<file path="src/rtl/enc_pend_rr_pkg.sv">
// Shared definitions for the pending-request encoder: selection modes and
// the two-state output FSM encoding.
package enc_pend_rr_pkg;

    localparam logic ENC_MODE_FIXED = 1'b0;
    localparam logic ENC_MODE_RR    = 1'b1;

    typedef enum logic {
        IDLE = 1'b0,
        HOLD = 1'b1
    } enc_state_t;

endpackage

</file>
<file path="src/rtl/enc_pick.sv">
// Combinational selector: picks one set bit of vector either by fixed
// priority (highest index wins) or round-robin starting just after ptr.
// Also reports whether any bit is set and whether two or more are set.
module enc_pick
    import enc_pend_rr_pkg::*;
#(
    parameter  int N = 8,
    localparam int W = $clog2(N)
) (
    input  logic [N-1:0] vector,
    input  logic [W-1:0] ptr,
    input  logic         mode,
    output logic [W-1:0] idx,
    output logic         any,
    output logic         multi
);

    logic [2*N-1:0] doubled;

    assign doubled = {vector, vector};

    // Select an index; the round-robin search walks the doubled vector from
    // ptr+1 up to ptr+N so wrap-around needs no modulo hardware.
    always_comb begin
        idx = '0;
        if (mode == ENC_MODE_FIXED) begin
            for (int i = 0; i < N; i++) begin
                if (vector[i]) idx = W'(i);
            end
        end else begin
            for (int p = 2*N-1; p >= 0; p--) begin
                if (doubled[p] && (p > int'(ptr)) && (p <= int'(ptr) + N)) begin
                    idx = W'((p >= N) ? (p - N) : p);
                end
            end
        end
    end

    // Clearing the lowest set bit leaves something only if two or more were set.
    always_comb begin
        any   = |vector;
        multi = |(vector & (vector - {{(N-1){1'b0}}, 1'b1}));
    end

endmodule

</file>
<file path="src/rtl/enc_pend_rr.sv">
// N-input request encoder with sticky pending bits, per-bit masking and a
// registered index output on a valid/ready handshake.
module enc_pend_rr
    import enc_pend_rr_pkg::*;
#(
    parameter  int N  = 8,
    parameter  int RR = 0,
    localparam int W  = $clog2(N)
) (
    input  logic         clk,
    input  logic         rst,
    input  logic [N-1:0] req,
    input  logic [N-1:0] mask,
    input  logic         out_ready,
    output logic         out_valid,
    output logic [W-1:0] out_idx,
    output logic         out_multi,
    output logic [N-1:0] pend
);

    localparam logic PICK_MODE = (RR != 0) ? ENC_MODE_RR : ENC_MODE_FIXED;

    enc_state_t   state_q, state_d;
    logic [N-1:0] pend_q;
    logic [W-1:0] idx_q;
    logic         multi_q;
    logic [W-1:0] ptr_q;

    logic         accept;
    logic [N-1:0] clr;
    logic [N-1:0] elig;
    logic [W-1:0] pick_ptr;
    logic [W-1:0] pick_idx;
    logic         pick_any;
    logic         pick_multi;
    logic         load;

    assign accept   = (state_q == HOLD) && out_ready;
    assign elig     = pend_q & ~mask & ~clr;
    assign pick_ptr = accept ? idx_q : ptr_q;

    // One-hot clear of the index being handed over this cycle.
    always_comb begin
        clr = '0;
        for (int i = 0; i < N; i++) begin
            clr[i] = accept && (idx_q == W'(i));
        end
    end

    enc_pick #(.N(N)) u_pick (
        .vector (elig),
        .ptr    (pick_ptr),
        .mode   (PICK_MODE),
        .idx    (pick_idx),
        .any    (pick_any),
        .multi  (pick_multi)
    );

    // State register for the output FSM.
    always_ff @(posedge clk) begin
        if (rst) state_q <= IDLE;
        else     state_q <= state_d;
    end

    // Next state and load decision: load from IDLE or straight after a handshake.
    always_comb begin
        state_d = state_q;
        load    = 1'b0;
        case (state_q)
            IDLE: begin
                if (pick_any) begin
                    load    = 1'b1;
                    state_d = HOLD;
                end
            end
            HOLD: begin
                if (accept) begin
                    if (pick_any) load = 1'b1;
                    else          state_d = IDLE;
                end
            end
            default: state_d = IDLE;
        endcase
    end

    // Pending bits, output registers and round-robin pointer; set beats clear.
    always_ff @(posedge clk) begin
        if (rst) begin
            pend_q  <= '0;
            idx_q   <= '0;
            multi_q <= 1'b0;
            ptr_q   <= W'(N-1);
        end else begin
            pend_q <= (pend_q & ~clr) | req;
            if (load) begin
                idx_q   <= pick_idx;
                multi_q <= pick_multi;
            end
            if (accept) ptr_q <= idx_q;
        end
    end

    assign out_valid = (state_q == HOLD);
    assign out_idx   = idx_q;
    assign out_multi = multi_q;
    assign pend      = pend_q;

endmodule

</file>
<file path="config.mk">
export PLATFORM = sky130hd
export DESIGN_NAME = enc_pend_rr
export DESIGN_NICKNAME = d
export VERILOG_FILES = /design/src/rtl/enc_pend_rr_pkg.sv /design/src/rtl/enc_pick.sv /design/src/rtl/enc_pend_rr.sv
export SDC_FILE = /design/constraint.sdc
export NUM_CORES = 1
export LEC_CHECK = 0
export CAP_MARGIN = 10
export CORE_ASPECT_RATIO = 1.25
export CORE_MARGIN = 1.5
export CORE_UTILIZATION = 48
export CTS_CLUSTER_SIZE = 12
export DETAILED_ROUTE_END_ITERATION = 16
export HOLD_SLACK_MARGIN = 0.05
export MAX_ROUTING_LAYER = met4
export PLACE_DENSITY = 0.76
export SYNTH_ARGS = -nofsm -noshare
export SYNTH_HDL_FRONTEND = slang
export SYNTH_HIERARCHICAL = 1
export SYNTH_SLANG_ARGS = --single-unit
</file>
<file path="constraint.sdc">
create_clock -name clk -period 2.5 [get_ports clk]
set_input_delay 0.375 -clock clk [delete_from_list [all_inputs] [get_ports clk]]
set_output_delay 0.375 -clock clk [all_outputs]
set_load 0.02 [all_outputs]
</file>
==> results of run 1 <==
state kept, by name, summed over array words and instances, names as in the netlist:
register	flops
out_idx	3
out_multi	1
out_valid	1
pend	8
ptr_q	3
final cells by class:
cell class	count	area share (%)
timing repair buffer	48	26.2
sequential	16	19.1
inverter	11	2.47
clock buffer	4	2.17
multi-input combinational	123	47.6
tap	33	2.47
critical path, cell delays in order:
cell             delay, ps
clkdlybuf4s50_1        490
nand3b_1               210
o31ai_4                250
nor2_1                 100
nor3_2                 210
nand2b_1               110
maj3_1                 370
nor3_1                 160
o22ai_1                100
nand2b_1                80
mux2i_1                 60
metrics by stage:
stage	area [um^2]	utilization [%]	total power, mW	instances	setup TNS [ps]
2_1_floorplan	1230	-	0.532	161	0
3_3_place_gp	1610	66.4	0.642	231	-90.9
3_5_place_dp	1610	66.4	0.649	231	-589
4_1_cts	1650	67.9	0.822	235	0
5_1_grt	1670	69.0	0.877	235	0
6_report	1670	69.0	0.829	235	0
power by group through the flow:
stage	Combinational (mW)	Sequential, mW	Clock (mW)
after detailed placement	0.341	0.309	0
after global routing	0.379	0.309	0.188
final	0.352	0.306	0.171
after floorplan	0.205	0.327	0
after CTS	0.343	0.303	0.176
after global placement	0.333	0.309	0
cells in the final DEF (no fill, tap or decap), types with 2 or more instances in the layout:
cell,instances
a21boi_2,2
a21oi_1,17
buf_4,17
clkbuf_4,3
clkdlybuf4s50_1,31
conb_1,4
dfxtp_1,16
inv_1,10
maj3_1,2
mux2_4,2
mux2i_1,4
nand2_1,8
nand2b_1,15
nand2b_4,2
nand3_1,2
nand3b_1,2
nor2_1,21
nor2b_1,2
nor3_1,3
o21ai_0,9
o22ai_1,3
o31ai_1,2
or2_1,2
per-layer routing:
layer  GRT usage (%)  vias up
li1                -      635
met1            30.0      590
met2            44.8       55
met3            1.83       11
met4            9.65        0
met5               -        -
what timing repair did:
| action | 4_1_cts | 5_1_grt |
|---|---|---|
| resized for setup | 0 | 6 |
| buffers inserted | 0 | 0 |
| endpoints found under the setup margin | 0 | 4 |
path summary, 6_finish.rpt:
path	from	endpoint	slack (ps)
min reg2reg	ptr_q[1]	ptr_q[1]	480
max	out_ready	out_multi	140
max reg2reg	out_idx[0]	out_multi	210
min	ptr_q[1]	ptr_q[1]	480
logic make-up after synthesis:
logic type / after synthesis / share of synthesized area, %
flip-flops: 16 / 26.4
adder cells (fa/ha/maj): 2 / 1.65
buffers and inverters: 22 / 11.1
other: 1 / 0.309
AND/OR/NAND/NOR: 64 / 29.2
multiplexers: 6 / 5.77
AO/OA/AOI/OAI: 47 / 25.5
==> impl_metrics.env, run 1 <==
export IMPL_synth_common_cells="21 x nor2_1, 17 x a21oi_1, 16 x dfxtp_1"
export IMPL_max_clock_path_buffers=2
export IMPL_syn_avg_cell_area_um2=7.69
export IMPL_wl_met2_um=1710
export IMPL_cts_max_level=1
export IMPL_highest_layer="met4"
export IMPL_yosysMostFrequentCell="nor2_1"
export IMPL_p_sw_share_pct=34.6
export IMPL_ctsHoldBuffers=0
export IMPL_wl_met1_um=1360
export IMPL_seqPwrFrac_pct=36.9
export IMPL_diodes=0
export IMPL_dp_hpwl_um=2550
export IMPL_clk_latency_ps=290
export IMPL_netlist_top_cells_area="dfxtp_1 26%, nand2b_1 7.7%, a21oi_1 7.0%, nor2_1 6.5%, o21ai_0 4.1%"
export IMPL_hp_class="register to register"
export IMPL_rsz0062_at_grt="no"
export IMPL_clkSinkCount=16
export IMPL_die_h_um=59.3
export IMPL_leakagePower_nw=0.685
export IMPL_critical_path_max_fanout=4
export IMPL_final_seq_area_um2=320
export IMPL_syn_inst=158
export IMPL_min_period_ps=2360
export IMPL_cp_start_kind="primary input"
export IMPL_run_status="finished clean"
export IMPL_multiInputGateArea_um2=797
export IMPL_clk_pin_slew_ps=90
export IMPL_viasPerCell=5.49
export IMPL_dr_pass1_iters=4
export IMPL_nets=222
export IMPL_drcViolationCount=0
export IMPL_max_slew_margin_pct=59.4
export IMPL_tritoncts="yes"
export IMPL_drv_slew=0
export IMPL_ff2ff_path_depth=10
export IMPL_first_iter_violations=27
export IMPL_synthToLayoutAreaGrowth_pct=37.8
export IMPL_fin_hold_ws_ps=478
export IMPL_n_fill_cell=207
export IMPL_worstPathArrival_ps=2530
export IMPL_synth_top_area_cell="dfxtp_1"
export IMPL_grt_overflow=0
export IMPL_worstPathRequired_ps=2670
export IMPL_grt_first_pass_wirelength_um=5190
export IMPL_grt_pass1_vias=1214
export IMPL_power_switching_mw=0.287
export IMPL_p_clk_share_pct=20.7
export IMPL_combPwrFrac_pct=42.4
export IMPL_min_path_cells=2
export IMPL_worstSetupPathType="primary input to register"
export IMPL_post_drt_wl_per_cell_um=14.0
export IMPL_yosysWarnings=6
export IMPL_rows=20
export IMPL_min_period_over_period_pct=94.4
export IMPL_p_per_area_nw_per_um2=495
export IMPL_die_w_um=48
export IMPL_synth_flop_cell="dfxtp_1"
export IMPL_setup_ws_ps=140
export IMPL_ys_types=43
export IMPL_gp_congestion=0.860
export IMPL_synth_edf_count=0
export IMPL_synth_area_um2=1210
export IMPL_numPortBuffers=31
export IMPL_fmax_mhz=424
export IMPL_ys_seq_elements=16
export IMPL_synthArstFlopShare_pct=0
export IMPL_cts_root_buffer="clkbuf_4"
export IMPL_hold_viol_final=0
export IMPL_core_um2=2430
export IMPL_ir_worst_vdd_uv=451
export IMPL_tightest_slew_ps=606
export IMPL_track_usage_pct=25.9
export IMPL_routed_wl_um=3290
export IMPL_skew_ps=5.27
export IMPL_drive_gt1_share_pct=17.8
export IMPL_setup_viol=0
export IMPL_antenna_found_initial=0
export IMPL_seq_area_frac_synth_pct=26.4
export IMPL_wl_met3_um=132
export IMPL_drtAntennaViolNets=0
export IMPL_die_area_um2=2840
export IMPL_num_vias=1291
export IMPL_initial_core_util_pct=50.1
export IMPL_p_int_mw=0.542
export IMPL_ios=32
export IMPL_cts_buffers_inserted=3
export IMPL_maxCapViolations=0
export IMPL_grt_max_degree=21
export IMPL_synth_top_cell_area_share_pct=26.4
export IMPL_critPathCaptureType="register"
export IMPL_dp_slack_ps=-250
(Power assumes the default switching activity.)
==> run 2: changes to the inputs <==
- CORE_MARGIN: 1.5 -> not set
==> run 2 against run 1 <==
- clock power shrank 20%
- core utilization down 0.98 points
- non-clock buffer count did not move
- register-to-register slack gained 90 ps
- sequential share of layout area increased by 0.28 points
- critical path type unchanged
==> impl_metrics.env, run 2 (synthesis results as in run 1) <==
export IMPL_run_status="finished clean"
export IMPL_fin_hold_ws_ps=476
export IMPL_first_iter_violations=35
export IMPL_drcViolationCount=0
export IMPL_dr_pass1_iters=4
export IMPL_cts_root_buffer="clkbuf_4"
export IMPL_power_mw=0.790
export IMPL_worstPathRequired_ps=2670
export IMPL_rsz0062_at_grt="no"
export IMPL_max_stage_delay_ps=500
export IMPL_hold_viol_final=0
export IMPL_die_h_um=58.3
export IMPL_cpMostUsedCell="nand2b_1"
export IMPL_critPathCaptureType="register"
export IMPL_die_area_um2=2740
export IMPL_crit_chain="clkdlybuf4s50_1, nand3b_1, o21ai_0, nor2_1, nor3_2, nand2b_1, maj3_1, nor3_1, o22ai_1, nand2b_1, mux2i_1"
export IMPL_drtAntennaViolNets=0
export IMPL_r2r_end="out_multi"
export IMPL_largest_register_ffs=8
export IMPL_tritoncts="yes"
export IMPL_ir_worst_vdd_uv=358
export IMPL_ff2ff_path_depth=10
export IMPL_clkSinkCount=16
export IMPL_ctsHoldBuffers=0
export IMPL_synthToLayoutAreaGrowth_pct=35.8
export IMPL_initial_core_util_pct=50.1
export IMPL_viasPerCell=5.44
export IMPL_cp_startpoint="out_ready"
export IMPL_final_common_cell="clkdlybuf4s50_1"
export IMPL_drv_slew=0
export IMPL_min_period_ps=2300
export IMPL_cts_buffers_inserted=3
export IMPL_r2r_start="out_valid"
export IMPL_grt_overflow=0
export IMPL_ios=32
export IMPL_critPathCapture="out_multi"
export IMPL_critical_path_max_fanout=4
export IMPL_max_clock_path_buffers=2
export IMPL_setup_tns_ps=0
export IMPL_clk_pin_slew_ps=90
export IMPL_cts_max_level=1
export IMPL_min_period_over_period_pct=92.2
export IMPL_clk_latency_ps=290
export IMPL_diodes=0
export IMPL_r2r_setup_slack_ps=300
export IMPL_max_slew_margin_pct=60.8
export IMPL_fmax_mhz=434
export IMPL_dp_slack_ps=-248
export IMPL_worstSetupPathType="primary input to register"
export IMPL_crit_slowest_cell="clkdlybuf4s50_1"
export IMPL_routed_wl_um=3350
export IMPL_maxCapViolations=0
export IMPL_cp_start_kind="primary input"
export IMPL_tightest_slew_ps=586
export IMPL_numPortBuffers=31
export IMPL_dp_hpwl_um=2600
export IMPL_antenna_found_initial=0
export IMPL_grt_pass1_vias=1200
export IMPL_dp_cells=231
export IMPL_hp_class="register to register"
export IMPL_rows=20
export IMPL_n_fill_cell=214
export IMPL_post_cts_buffers=0
export IMPL_grt_first_pass_wirelength_um=5240
export IMPL_gp_congestion=0.856
export IMPL_grt_max_degree=21
export IMPL_p_per_area_nw_per_um2=479
export IMPL_layout_common_cells="31 x clkdlybuf4s50_1, 21 x nor2_1, 17 x a21oi_1, 17 x buf_4, 16 x dfxtp_1"
export IMPL_cts_resized=0
export IMPL_final_cells=234
export IMPL_track_usage_pct=27.1
export IMPL_die_w_um=47
export IMPL_drive_gt1_share_pct=17.4
export IMPL_post_drt_wl_per_cell_um=14.3
export IMPL_hp_start="ptr_q[1]"
export IMPL_setup_viol=0
export IMPL_worstPathArrival_ps=2480
export IMPL_nets=222
export IMPL_setup_ws_ps=195
export IMPL_skew_ps=6.04
export IMPL_core_um2=2430
export IMPL_leakagePower_nw=0.677
export IMPL_num_vias=1272
-- run 2: cell types whose count changed in the layout (fill, tap and decap cells not counted) --
cell	change
clkbuf_8	-1
o21ai_0	+1
o31ai_4	-1
a2111oi_1	-1
o31ai_2	+1
a2111oi_0	+1
o21ai_1	-1
-- run 2: final cells by class --
type	instances	area [um^2]	area share, %
multi-input cells	123	787	47.7
flip-flops and latches	16	320	19.4
repair buffers	48	438	26.5
inverters	11	41.3	2.50
clock buffers	3	22.5	1.36
well taps	33	41.3	2.50
-- run 2: worst min-delay path by stage --
stage,slack [ps],cells after the start,end
global placement,450,2,ptr_q[1]
floorplan,430,2,ptr_q[1]
detailed placement,450,2,ptr_q[1]
finish,480,2,ptr_q[1]
global route,520,2,ptr_q[1]
CTS,480,2,ptr_q[1]
-- run 2: power by group --
part           internal (mW)  switching, mW
registers              0.279         0.0244
clock network         0.0560         0.0796
logic                  0.173          0.178
total                  0.508          0.282
-- run 2: worst max-delay path: cells and delay by family --
kind                     cells  cell delay, ps
AND/OR/NAND/NOR              6             770
buffers and inverters        1             500
AO/OA/AOI/OAI                2             400
adder cells (fa/ha/maj)      1             360
multiplexers                 1              70
-- run 2: per-layer routing --
layer	part of all wire [%]	global-route usage [%]
met5	0	-
met4	1.6	10.6
met3	3.0	3.12
met1	42	30.6
met2	53	46.8
-- run 2: through the flow --
stage | instance area, um^2 | util, %
2_1_floorplan | 1230 | -
3_3_place_gp | 1610 | 66.4
3_5_place_dp | 1610 | 66.4
4_1_cts | 1630 | 67.3
5_1_grt | 1650 | 68.0
6_report | 1650 | 68.0
